## src/rtl/vme_iack_controller.sv

```systemverilog
// VME system-board interrupt handler: prioritises IRQ1..IRQ7 for the CPU and runs
// the bus interrupt-acknowledge cycle that fetches the status/ID vector.
module vme_iack_controller #(
    parameter int unsigned TIMEOUT_CYCLES  = 64,
    parameter logic [7:0]  SPURIOUS_VECTOR = 8'h18
) (
    input  logic       clock,
    input  logic       reset_n,
    input  logic [6:0] irq_n,
    output logic [2:0] ipl,
    input  logic       cpu_iack_req,
    output logic       cpu_iack_done,
    output logic [7:0] cpu_vector,
    output logic       cpu_berr,
    output logic       bus_req,
    input  logic       bus_grant,
    output logic       vme_iack_n,
    output logic       vme_as_n,
    output logic       vme_ds0_n,
    output logic [2:0] vme_addr_level,
    input  logic [7:0] vme_data,
    input  logic       vme_dtack_n,
    input  logic       vme_berr_n
);

    localparam int unsigned TW = (TIMEOUT_CYCLES > 1) ? $clog2(TIMEOUT_CYCLES) : 1;
    localparam logic [TW-1:0] TIMER_LAST = TW'(TIMEOUT_CYCLES - 1);

    typedef enum logic [2:0] {
        S_IDLE    = 3'd0,
        S_REQ_BUS = 3'd1,
        S_ADDR    = 3'd2,
        S_STROBE  = 3'd3,
        S_WAIT    = 3'd4,
        S_RELEASE = 3'd5
    } state_t;

    state_t        state;
    logic [TW-1:0] timer;
    logic [2:0]    level;
    logic [6:0]    irq_meta;
    logic [6:0]    irq_sync;
    logic          dtack_meta;
    logic          dtack_sync;
    logic          berr_meta;
    logic          berr_sync;
    logic [2:0]    ipl_next_c;
    logic          timer_last_c;

    // Highest-numbered asserted IRQ wins; ascending scan lets the top level overwrite.
    always_comb begin
        ipl_next_c = 3'd0;
        for (int i = 0; i < 7; i++) begin
            if (!irq_sync[i]) ipl_next_c = 3'(i + 1);
        end
    end

    assign timer_last_c = (timer == TIMER_LAST);

    always_ff @(posedge clock or negedge reset_n) begin
        if (!reset_n) begin
            state          <= S_IDLE;
            timer          <= '0;
            level          <= 3'd0;
            irq_meta       <= '1;
            irq_sync       <= '1;
            dtack_meta     <= 1'b1;
            dtack_sync     <= 1'b1;
            berr_meta      <= 1'b1;
            berr_sync      <= 1'b1;
            ipl            <= 3'd0;
            bus_req        <= 1'b0;
            vme_iack_n     <= 1'b1;
            vme_as_n       <= 1'b1;
            vme_ds0_n      <= 1'b1;
            vme_addr_level <= 3'd0;
            cpu_iack_done  <= 1'b0;
            cpu_vector     <= 8'h00;
            cpu_berr       <= 1'b0;
        end else begin
            irq_meta      <= irq_n;
            irq_sync      <= irq_meta;
            dtack_meta    <= vme_dtack_n;
            dtack_sync    <= dtack_meta;
            berr_meta     <= vme_berr_n;
            berr_sync     <= berr_meta;
            ipl           <= ipl_next_c;
            cpu_iack_done <= 1'b0;

            case (state)
                S_IDLE: begin
                    vme_iack_n     <= 1'b1;
                    vme_as_n       <= 1'b1;
                    vme_ds0_n      <= 1'b1;
                    vme_addr_level <= 3'd0;
                    if (cpu_iack_req) begin
                        if (ipl != 3'd0) begin
                            level   <= ipl;
                            bus_req <= 1'b1;
                            state   <= S_REQ_BUS;
                        end else begin
                            cpu_iack_done <= 1'b1;
                            cpu_vector    <= SPURIOUS_VECTOR;
                            cpu_berr      <= 1'b1;
                        end
                    end
                end
                S_REQ_BUS: begin
                    bus_req <= 1'b1;
                    if (bus_grant) begin
                        vme_addr_level <= level;
                        vme_iack_n     <= 1'b0;
                        state          <= S_ADDR;
                    end
                end
                S_ADDR: begin
                    vme_as_n <= 1'b0;
                    state    <= S_STROBE;
                end
                S_STROBE: begin
                    vme_ds0_n <= 1'b0;
                    timer     <= '0;
                    state     <= S_WAIT;
                end
                S_WAIT: begin
                    timer <= timer + TW'(1);
                    if (!berr_sync || !dtack_sync || timer_last_c) begin
                        // BERR outranks DTACK; DTACK outranks a coincident timeout.
                        if (!berr_sync) begin
                            cpu_vector <= SPURIOUS_VECTOR;
                            cpu_berr   <= 1'b1;
                        end else if (!dtack_sync) begin
                            cpu_vector <= vme_data;
                            cpu_berr   <= 1'b0;
                        end else begin
                            cpu_vector <= SPURIOUS_VECTOR;
                            cpu_berr   <= 1'b1;
                        end
                        vme_iack_n <= 1'b1;
                        vme_as_n   <= 1'b1;
                        vme_ds0_n  <= 1'b1;
                        timer      <= '0;
                        state      <= S_RELEASE;
                    end
                end
                S_RELEASE: begin
                    timer <= timer + TW'(1);
                    if ((dtack_sync && berr_sync) || timer_last_c) begin
                        cpu_iack_done <= 1'b1;
                        bus_req       <= 1'b0;
                        timer         <= '0;
                        state         <= S_IDLE;
                    end
                end
                default: begin
                    bus_req        <= 1'b0;
                    vme_iack_n     <= 1'b1;
                    vme_as_n       <= 1'b1;
                    vme_ds0_n      <= 1'b1;
                    vme_addr_level <= 3'd0;
                    timer          <= '0;
                    state          <= S_IDLE;
                end
            endcase
        end
    end

endmodule

```

## config.mk

```make
export PLATFORM = sky130hd
export DESIGN_NAME = vme_iack_controller
export DESIGN_NICKNAME = d
export VERILOG_FILES = /design/src/rtl/vme_iack_controller.sv
export SDC_FILE = /design/constraint.sdc
export NUM_CORES = 1
export LEC_CHECK = 0
export CAP_MARGIN = 20
export CORE_MARGIN = 3
export CORE_UTILIZATION = 35
export DETAILED_ROUTE_END_ITERATION = 10
export PLACE_DENSITY = 0.59
export SLEW_MARGIN = 20
export SYNTH_ARGS = -nofsm -noshare
export SYNTH_HDL_FRONTEND = slang
export SYNTH_SLANG_ARGS = --single-unit
```

## constraint.sdc

```tcl
create_clock -name clock -period 1.6 [get_ports clock]
set_input_delay 0.48 -clock clock [delete_from_list [all_inputs] [get_ports clock]]
set_output_delay 0.48 -clock clock [all_outputs]
set_load 0.005 [all_outputs]
```

**After elaboration in Yosys (flattened, before gate mapping)**

Index checks and enable logic that the tools add are counted.

- Mux-type cells: 43
- $add $sub $neg: 1
- Reductions and logical operators: 23
- Equal/unequal tests: 12
- Bitwise logic cells: 5

Operators with widths:

| operator | count |
|---|---|
| $mux 8 | 5 |
| $mux 3 | 11 |
| $pmux 3 s6 | 1 |
| $pmux 6 s3 | 1 |
| $pmux 8 s2 | 1 |
| $reduce_or 3->1 | 5 |
| $mux 1 | 14 |
| $mux 6 | 2 |
| $ne 2x2->1 const B | 6 |
| $pmux 1 s3 | 3 |
| $reduce_and 4->1 | 2 |
| $add 6x1->6 const B | 1 |
| $eq 3x2->1 const B | 2 |
| $eq 3x3->1 const B | 2 |
| $eq 6x6->1 const B | 1 |
| $pmux 3 s2 | 1 |
| $reduce_and 2->1 | 3 |
| $reduce_and 3->1 | 2 |
| $not 1->1 | 5 |
| $reduce_and 5->1 | 1 |
| $pmux 1 s2 | 2 |
| $pmux 1 s4 | 1 |
| $reduce_or 4->1 | 1 |
| $eq 3x1->1 const B | 1 |
| 7 further kinds | 10 |

- Output and inout bits: 20
- Logic and storage cells: 102
- Bits in registers: 50
- Input port bits: 21

**Depth between registers and ports, before layout**

Gate-level depths: netlist (run 1).

- Depth in word-level cells: 7
- Depth in mapped cells: 8
- Mapped depth without buffers: 6

**Worst setup path after synthesis (run 1)**

OpenSTA, ideal clock, no wires.

- Kind: register to register
- From: register timer[0]
- To: register cpu_vector[0]
- Arrival time: 1.479 ns
- Library setup time: 0.121 ns
- Path buffers: 1
- Setup slack: 0.001 ns
- Data required time: 1.479 ns
- Clock period less this slack: 1.599 ns
- Cell stages (with the launch flop): 7
- Cell sequence: dfrtp_1 ha_1 and3_4 a31oi_2 o31a_1 buf_6 a22o_1

- Word-level cells in the longest chain between the ends: 4

Ends and longest elaborated chain:

| what | RTL line | source |
|---|---|---|
| start: declaration | 39 | `logic [TW-1:0] timer;` |
| start signal: assignment | 126 | `timer <= timer + TW'(1);` |
| start signal: assignment | 147 | `timer <= timer + TW'(1);` |
| $eq 6x6->1 | 58 | `assign timer_last_c = (timer == TIMER_LAST);` |
| $logic_or 1x1->1 | 127 | `if (!berr_sync \|\| !dtack_sync \|\| timer_last_c) begin` |
| $ne 2x2->1 (no line) | - |  |
| $reduce_and 4->1 (no line) | - |  |
| end signal: assignment | 133 | `cpu_vector <= vme_data;` |
| end: declaration | 13 | `output logic [7:0] cpu_vector,` |

No other way between the ends.
A chain may end at the register's enable or synchronous reset.

**Final worst setup path (run 1)**

- From: register timer[0]
- To: register cpu_vector[7]

Same word-level chain as after synthesis.

==> results of run 1 <==
## cells in the mapped netlist, types with 3 or more instances
library cell	instances	area share, %
sky130_fd_sc_hd__buf_2	4	0.96
sky130_fd_sc_hd__inv_1	10	1.8
sky130_fd_sc_hd__ha_1	3	1.8
sky130_fd_sc_hd__nand3_1	5	1.2
sky130_fd_sc_hd__a21oi_1	9	2.2
sky130_fd_sc_hd__nand4_1	3	0.90
sky130_fd_sc_hd__dfstp_2	21	26
sky130_fd_sc_hd__nor2b_1	4	1.2
sky130_fd_sc_hd__a22oi_1	3	1.1
sky130_fd_sc_hd__a22o_1	12	5.0
sky130_fd_sc_hd__nand2_1	15	2.7
sky130_fd_sc_hd__nor2_1	5	0.90
sky130_fd_sc_hd__o21ai_0	11	2.6
sky130_fd_sc_hd__dfrtp_1	29	35
## power groups by stage
| stage | Clock (mW) | Sequential, mW | Combinational (mW) |
|---|---|---|---|
| 2_1_floorplan | 0 | 1.82 | 0.996 |
| 3_3_place_gp | 0 | 1.91 | 1.75 |
| 3_5_place_dp | 0 | 1.91 | 1.77 |
| 4_1_cts | 0.808 | 1.87 | 1.82 |
| 5_1_grt | 0.854 | 1.92 | 2.10 |
| 6_report | 0.766 | 1.86 | 1.89 |
## path summary, 6_finish.rpt
check                           endpoint  slack [ns]
setup reg to reg           cpu_vector[7]       -0.02
setup / recovery           cpu_vector[7]       -0.02
max in group asynchronous      vme_ds0_n        1.17
min in group clock             berr_sync        0.36
hold reg to reg                berr_sync        0.36
hold / removal                  timer[0]        0.14
## per-layer routing
layer	share of wire (%)	vias to the layer above	GRT usage (%)	wire length, um
met3	3.8	5	3.08	158
met2	47	37	20.1	1980
met5	0	-	0	0
li1	-	782	-	-
met1	48	761	17.8	2010
met4	1.0	0	3.57	44
## stage by stage
step	cell area [um^2]	hold WS [ns]	TNS, ns
finish	2990	0.141	-0.0447
floorplan	2090	0.184	0
global route	2990	0.157	-0.347
CTS	2920	0.146	-0.338
detailed placement	2740	0.347	-3.08
global placement	2740	0.346	-3.02
## final cells by class
type,count,area (um^2)
tap,72,90.1
timing repair buffer,79,711
clock inverter,3,28.8
sequential,50,1280
clock buffer,5,68.8
fill,498,2650
multi-input combinational,105,772
inverter,10,37.5
## worst register-to-register path, cell delays in order (launching register included)
cell and delay (ns):
sky130_fd_sc_hd__dfrtp_1 0.37, sky130_fd_sc_hd__ha_2 0.18, sky130_fd_sc_hd__and3_4 0.20, sky130_fd_sc_hd__a31oi_4 0.10
sky130_fd_sc_hd__o31a_1 0.29, sky130_fd_sc_hd__buf_12 0.15, sky130_fd_sc_hd__a22o_1 0.22
## registers in the layout, indices dropped and copies added (netlist names), 3 cells and up
name and count:
irq_meta 7, timer 6, cpu_vector 8, level 3, ipl 3, irq_sync 7, vme_addr_level 3, state 3
## what timing repair did
action / in CTS / in global routing
resized for setup: 24 / 13
gates cloned: 0 / 0
setup endpoints to repair: 31 / 23
pin swaps: 3 / 1
setup buffers: 10 / 4
## cells by family after synthesis
group | count (synthesis)
XOR/XNOR | 1
buffers and inverters | 16
AND/OR/NAND/NOR | 45
flip-flops | 50
AO/OA/AOI/OAI | 55
adder cells (fa/ha/maj) | 3
multiplexers | 1
==> metrics.txt, run 1 <==
# TYPE chip_impl_metric gauge
chip_impl_metric{name="cts_hold_repair.buffers",unit=""} 0
chip_impl_metric{name="setup_slack",unit="ns"} -0.0160
chip_impl_metric{name="sequentialPowerShare",unit="%"} 41.2
chip_impl_metric{name="post_synth_and_or_nand_nor_area_fraction",unit="%"} 13.2
chip_impl_metric{name="globalplace.congestion",unit=""} 0.773
chip_impl_metric{name="drv_cap",unit=""} 0
chip_impl_info{name="dominant_combinational_cell_family_by_area_after_synthesis",value="compound AO/OA/AOI/OAI gates"} 1
chip_impl_metric{name="seq_area_frac_synth",unit="%"} 61.2
chip_impl_metric{name="place_inst",unit=""} 302
chip_impl_metric{name="antenna_found_initial",unit=""} 0
chip_impl_info{name="path_class",value="reg -> reg"} 1
chip_impl_info{name="ys.flop_type",value="sky130_fd_sc_hd__dfrtp_1"} 1
chip_impl_info{name="worstSetupStartpoint",value="timer[0]"} 1
chip_impl_info{name="clock_tree.root_cell",value="sky130_fd_sc_hd__clkbuf_8"} 1
chip_impl_metric{name="numCtsBuffers",unit=""} 5
chip_impl_metric{name="static-leakage-power",unit="nW"} 1.36
chip_impl_metric{name="antenna_diodes",unit=""} 0
chip_impl_metric{name="finish.net_count",unit=""} 275
chip_impl_metric{name="finClkSkew",unit="ns"} 0.00585
chip_impl_metric{name="post_synth_instance_area",unit="um^2"} 2090
chip_impl_metric{name="pwr-share-clk",unit="%"} 16.9
chip_impl_info{name="holdCritPathClass",value="in -> async"} 1
chip_impl_info{name="layout.cells.most_common",value="sky130_fd_sc_hd__buf_4"} 1
chip_impl_metric{name="fmax",unit="MHz"} 619
chip_impl_metric{name="core-area",unit="um^2"} 5640
chip_impl_metric{name="htree_levels",unit=""} 2
chip_impl_metric{name="synth_enable_flop_cells",unit=""} 0
chip_impl_metric{name="detail_route.wl_per_cell",unit="um"} 13.0
chip_impl_metric{name="internal_power",unit="mW"} 3.02
chip_impl_metric{name="timing.final.crit_share",unit="%"} 101
chip_impl_metric{name="power.combinational.fraction",unit="%"} 41.9
chip_impl_metric{name="initialDrtViolationCount",unit=""} 105
chip_impl_metric{name="wirelength",unit="mm"} 4.20
chip_impl_metric{name="route.antenna.remaining_nets",unit=""} 0
chip_impl_metric{name="grt_first_pass_wirelength",unit="mm"} 7.35
chip_impl_metric{name="cp_data_required_time",unit="ns"} 1.79
chip_impl_metric{name="cp_slowest_stage_delay",unit="ns"} 0.37
chip_impl_metric{name="yosys.area_share.adder",unit="%"} 1.80
chip_impl_info{name="crit_path_start_kind",value="flip-flop"} 1
chip_impl_metric{name="pre_cts_slack",unit="ns"} -0.332
chip_impl_metric{name="critical_path_depth",unit=""} 6
chip_impl_metric{name="util_after_layout",unit="%"} 53.0
chip_impl_metric{name="total_routing_resource_utilization_after_global_routing",unit="%"} 12.8
chip_impl_metric{name="die-width",unit="um"} 83.2
chip_impl_metric{name="die_height",unit="um"} 83.2
chip_impl_metric{name="synth-xor-area-share",unit="%"} 0.420
chip_impl_info{name="status",value="complete, but fails checks"} 1
chip_impl_info{name="tritoncts_clock_tree",value="yes"} 1
chip_impl_metric{name="number_of_failing_setup_endpoints_in_the_final_timing_report",unit=""} 6
chip_impl_metric{name="fp.dieArea",unit="um^2"} 6920
chip_impl_metric{name="worst-endpoint-arrival",unit="ns"} 1.81
chip_impl_metric{name="post_route_cells_drive_above_1_share",unit="%"} 34.5
chip_impl_metric{name="vias_in_the_first_global_route",unit=""} 1581
chip_impl_info{name="cp_slowest_cell",value="sky130_fd_sc_hd__dfrtp_1"} 1
chip_impl_metric{name="postSynthAreaPerCell",unit="um^2"} 12.2
chip_impl_metric{name="overflow",unit=""} 0
chip_impl_info{name="reg2reg_from",value="timer[0]"} 1
chip_impl_metric{name="row_count",unit=""} 27
chip_impl_metric{name="place_hpwl",unit="mm"} 2.85
chip_impl_metric{name="initial_utilization",unit="%"} 37.0
chip_impl_metric{name="synthArstFlopShare",unit="%"} 100
chip_impl_metric{name="detail_route.first_pass.iterations",unit=""} 5
chip_impl_metric{name="cp_num_buf_inv",unit=""} 1
chip_impl_metric{name="power.switching",unit="mW"} 1.51
chip_impl_metric{name="synth-compound-area-share",unit="%"} 19.0
chip_impl_metric{name="timing_worst_slew_pin_value",unit="ns"} 0.352
chip_impl_metric{name="netlist_instances",unit=""} 171
chip_impl_info{name="worstPathCellList",value="ha_2, and3_4, a31oi_4, o31a_1, buf_12, a22o_1"} 1
chip_impl_metric{name="final-max-slew-violation-count",unit=""} 0
chip_impl_metric{name="worst_supply_voltage_drop_on_vdd",unit="mV"} 0.736
chip_impl_metric{name="total_number_of_yosys_warnings",unit=""} 0
chip_impl_metric{name="postSynthNetCount",unit=""} 195
chip_impl_metric{name="critPathMaxFanout",unit=""} 9
chip_impl_metric{name="yosys-mux-area-fraction",unit="%"} 0.480
chip_impl_metric{name="layoutNonFillerInstCount",unit=""} 324
chip_impl_metric{name="max-slew-margin-rel",unit="%"} 76.5
chip_impl_metric{name="clkTransAtPathRegs",unit="ns"} 0.09
chip_impl_metric{name="syn_to_final_growth",unit="%"} 43.3
chip_impl_metric{name="tritoncts_num_sinks",unit=""} 50
chip_impl_metric{name="ys_seq_elements",unit=""} 50
chip_impl_metric{name="synth_cell_type_count",unit=""} 44
chip_impl_info{name="critical-path-top-delay-family",value="compound AO/OA/AOI/OAI gates"} 1
chip_impl_metric{name="detail_route.drc_violations",unit=""} 0
chip_impl_metric{name="via_count",unit=""} 1585
chip_impl_metric{name="cellPowerDensity",unit="nW/um^2"} 1510
chip_impl_metric{name="via_density_per_instance",unit=""} 4.89
chip_impl_info{name="endpoint_kind",value="flip-flop"} 1
chip_impl_metric{name="cts_buffer_depth",unit=""} 2
chip_impl_metric{name="buffer_ports.inserted",unit=""} 40
chip_impl_metric{name="grt_max_degree",unit=""} 51
chip_impl_info{name="commonest_non_fill_non_tap_cells_in_the_layout",value="33 x sky130_fd_sc_hd__buf_4, 27 x sky130_fd_sc_hd__dfrtp_1, 21 x sky130_fd_sc_hd__dfstp_2"} 1
chip_impl_metric{name="r2r.worst_path.cells",unit=""} 6
chip_impl_metric{name="fin_total_pwr",unit="mW"} 4.53
chip_impl_metric{name="top_level_ports",unit=""} 41
chip_impl_metric{name="finalWorstPathRequiredPeriod",unit="ns"} 1.62
chip_impl_info{name="rsz0062_at_grt",value="yes"} 1
chip_impl_metric{name="power_switching_share",unit="%"} 33.3
chip_impl_metric{name="hold_viol",unit=""} 0
chip_impl_info{name="failed_checks",value="setup timing"} 1
chip_impl_metric{name="worstSkewPairLatency",unit="ns"} 0.30
Note: power is estimated with default switching activity, not from simulation.
==> inputs of run 2 (changes only) <==
--- a/config.mk
+++ b/config.mk
@@ -8,8 +8,10 @@
 export CAP_MARGIN = 20
 export CORE_MARGIN = 3
 export CORE_UTILIZATION = 35
+export CTS_BUF_LIST = sky130_fd_sc_hd__clkbuf_8
 export DETAILED_ROUTE_END_ITERATION = 10
-export PLACE_DENSITY = 0.59
+export DONT_BUFFER_PORTS = 1
+export PLACE_DENSITY = 0.5
 export SLEW_MARGIN = 20
 export SYNTH_ARGS = -nofsm -noshare
 export SYNTH_HDL_FRONTEND = slang
==> run 2 against run 1 <==
Worst setup slack better by 0.075 ns. The flow now finishes without violations. Clock-buffer cell count did not move. Fmax grew 4.9%. Sequential share of layout area increased by 8.5 points. Critical path type unchanged. Largest power group is now sequential cells.
==> metrics.txt, run 2 (synthesis results as in run 1) <==
# TYPE chip_impl_metric gauge
chip_impl_info{name="layout_top_registers",value="cpu_vector (8), irq_meta (7), irq_sync (7)"} 1
chip_impl_info{name="commonest_non_fill_non_tap_cells_in_the_layout",value="27 x sky130_fd_sc_hd__dfrtp_1, 22 x sky130_fd_sc_hd__buf_4, 21 x sky130_fd_sc_hd__dfstp_2"} 1
chip_impl_metric{name="detail_route.drc_violations",unit=""} 0
chip_impl_metric{name="antenna_diodes",unit=""} 0
chip_impl_metric{name="finalWorstPathRequiredPeriod",unit="ns"} 1.54
chip_impl_info{name="endpoint_kind",value="flip-flop"} 1
chip_impl_metric{name="die-width",unit="um"} 83.2
chip_impl_metric{name="combined_area_of_the_multi_input_logic_cells",unit="um^2"} 769
chip_impl_metric{name="numCtsBuffers",unit=""} 5
chip_impl_info{name="worstPathCellList",value="inv_1, ha_1, nand3b_1, a21oi_4, buf_4, buf_4, a22o_1"} 1
chip_impl_metric{name="post_route_cells_drive_above_1_share",unit="%"} 34.0
chip_impl_metric{name="core-area",unit="um^2"} 5640
chip_impl_metric{name="globalplace.congestion",unit=""} 0.825
chip_impl_metric{name="fillers",unit=""} 517
chip_impl_info{name="crit_path_start_kind",value="flip-flop"} 1
chip_impl_metric{name="cp_data_required_time",unit="ns"} 1.80
chip_impl_metric{name="met2_usage",unit="%"} 20.4
chip_impl_metric{name="htree_levels",unit=""} 2
chip_impl_info{name="status",value="complete, no violations"} 1
chip_impl_metric{name="worstSkewPairLatency",unit="ns"} 0.30
chip_impl_metric{name="place_hpwl",unit="mm"} 2.93
chip_impl_metric{name="via_count",unit=""} 1461
chip_impl_info{name="largest_register",value="cpu_vector"} 1
chip_impl_info{name="holdCritPathClass",value="in -> reg"} 1
chip_impl_metric{name="initialDrtViolationCount",unit=""} 134
chip_impl_metric{name="overflow",unit=""} 0
chip_impl_info{name="grt.busiest_layer",value="met2"} 1
chip_impl_metric{name="grtUsageMet1",unit="%"} 17.8
chip_impl_metric{name="layoutNonFillerInstCount",unit=""} 272
chip_impl_info{name="critical-path-top-delay-family",value="flip-flops"} 1
chip_impl_metric{name="place_inst",unit=""} 252
chip_impl_metric{name="clkTransAtPathRegs",unit="ns"} 0.10
chip_impl_metric{name="cp_num_buf_inv",unit=""} 3
chip_impl_metric{name="timing.final.crit_share",unit="%"} 96.3
chip_impl_metric{name="final-max-slew-violation-count",unit=""} 0
chip_impl_metric{name="grt_max_degree",unit=""} 32
chip_impl_metric{name="buffer_ports.inserted",unit=""} 0
chip_impl_metric{name="vias_in_the_first_global_route",unit=""} 1467
chip_impl_metric{name="detail_route.first_pass.iterations",unit=""} 4
chip_impl_metric{name="max-slew-margin-rel",unit="%"} 48.7
chip_impl_metric{name="number_of_failing_setup_endpoints_in_the_final_timing_report",unit=""} 0
chip_impl_metric{name="total_routing_resource_utilization_after_global_routing",unit="%"} 13.3
chip_impl_metric{name="worst_supply_voltage_drop_on_vdd",unit="mV"} 0.827
chip_impl_info{name="cp_slowest_cell",value="sky130_fd_sc_hd__dfrtp_2"} 1
chip_impl_metric{name="hold_viol",unit=""} 0
chip_impl_metric{name="detail_route.wl_per_cell",unit="um"} 16.4
chip_impl_metric{name="cellPowerDensity",unit="nW/um^2"} 1650
chip_impl_metric{name="sequential_cell_area",unit="um^2"} 1280
chip_impl_metric{name="place_area",unit="um^2"} 2250
chip_impl_metric{name="fp.dieArea",unit="um^2"} 6920
chip_impl_metric{name="grt_first_pass_wirelength",unit="mm"} 7.38
chip_impl_info{name="clock_tree.root_cell",value="sky130_fd_sc_hd__clkbuf_8"} 1
chip_impl_metric{name="cp_slowest_stage_delay",unit="ns"} 0.46
chip_impl_info{name="tritoncts_clock_tree",value="yes"} 1
chip_impl_metric{name="via_density_per_instance",unit=""} 5.37
chip_impl_info{name="path_class",value="reg -> reg"} 1
chip_impl_metric{name="row_count",unit=""} 27
chip_impl_metric{name="fmax",unit="MHz"} 649
chip_impl_metric{name="die_height",unit="um"} 83.2
chip_impl_metric{name="worst-endpoint-arrival",unit="ns"} 1.74
chip_impl_metric{name="finClkSkew",unit="ns"} 0.00889
chip_impl_metric{name="static-leakage-power",unit="nW"} 1.08
chip_impl_metric{name="drv_cap",unit=""} 0
chip_impl_metric{name="finalHoldWorstSlack",unit="ns"} 0.162
chip_impl_metric{name="syn_to_final_growth",unit="%"} 19.4
chip_impl_metric{name="antenna_found_initial",unit=""} 0
chip_impl_metric{name="initial_utilization",unit="%"} 37.0
chip_impl_metric{name="tritoncts_num_sinks",unit=""} 50
chip_impl_info{name="rsz0062_at_grt",value="yes"} 1
chip_impl_metric{name="postLayoutCellArea",unit="um^2"} 2490
chip_impl_metric{name="top_level_ports",unit=""} 41
chip_impl_metric{name="timing_worst_slew_pin_value",unit="ns"} 0.766
chip_impl_info{name="layout.cells.most_common",value="sky130_fd_sc_hd__dfrtp_1"} 1
chip_impl_info{name="timing.critical_path.mode_cell",value="sky130_fd_sc_hd__buf_4"} 1
chip_impl_metric{name="grt.met3_usage",unit="%"} 4.27
chip_impl_metric{name="route.antenna.remaining_nets",unit=""} 0
chip_impl_metric{name="finish.net_count",unit=""} 223
chip_impl_metric{name="cts_buffer_depth",unit=""} 2
chip_impl_metric{name="critPathMaxFanout",unit=""} 8
chip_impl_metric{name="max_ffs_per_register",unit=""} 8
chip_impl_metric{name="wirelength",unit="mm"} 4.47
-- run 2: final timing paths --
check | slack (ns) | cells after the start | start | to
max in group asynchronous | 0.23 | 2 | reset_n | vme_as_n
min in group asynchronous | 0.68 | 1 | reset_n | berr_sync
worst min register to register | 0.36 | 0 | dtack_meta | dtack_sync
worst max-delay path | 0.06 | 7 | state[1] | timer[4]
worst min-delay path | 0.16 | 0 | irq_n[6] | irq_meta[6]
worst max register to register | 0.06 | 7 | state[1] | timer[4]
-- run 2: final cells by class --
class	count	area share [%]
repair buffers	26	8.69
multi-input cells	106	30.9
flip-flops and latches	50	51.4
clock buffers	5	2.76
well taps	72	3.62
clock inverters	3	1.16
inverters	10	1.51
-- run 2: report_power, final --
group	internal (mW)	leakage [nW]	switching [mW]
Clock	0.327	0.0506	0.447
Sequential	1.62	0.581	0.313
Combinational	0.699	0.448	0.706
Total	2.65	1.08	1.47
-- run 2: worst register-to-register path, cell delays in order (launching register included) --
cell,delay (ns)
sky130_fd_sc_hd__dfrtp_2,0.46
sky130_fd_sc_hd__inv_1,0.10
sky130_fd_sc_hd__ha_1,0.21
sky130_fd_sc_hd__nand3b_1,0.17
sky130_fd_sc_hd__a21oi_4,0.07
sky130_fd_sc_hd__buf_4,0.14
sky130_fd_sc_hd__buf_4,0.12
sky130_fd_sc_hd__a22o_1,0.17
-- run 2: stage by stage --
step	worst slack [ns]	utilization, %	TNS [ns]	power [mW]
finish	0.0593	44.2	0	4.11
global route	-0.0218	44.2	-0.131	4.42
CTS	0.00122	42.7	0	4.06
detailed placement	-0.0140	39.8	-0.103	3.20
global placement	0.0399	39.8	0	3.15
floorplan	0.000538	-	0	2.81
-- run 2: per-layer routing --
metal,vias to the layer above,routed length (um)
li1,675,-
met1,730,1970
met2,51,2170
met3,5,283
met4,0,45
met5,-,0
-- run 2: repair_timing --
| action | CTS | global route |
|---|---|---|
| gates resized for setup | 2 | 9 |
| hold buffers | 2 | 1 |
| hold endpoints to repair | 31 | 4 |
| setup endpoints to repair | 9 | 18 |
| setup buffers | 2 | 6 |
| pin swaps | 1 | 7 |
| cloned | 1 | 0 |
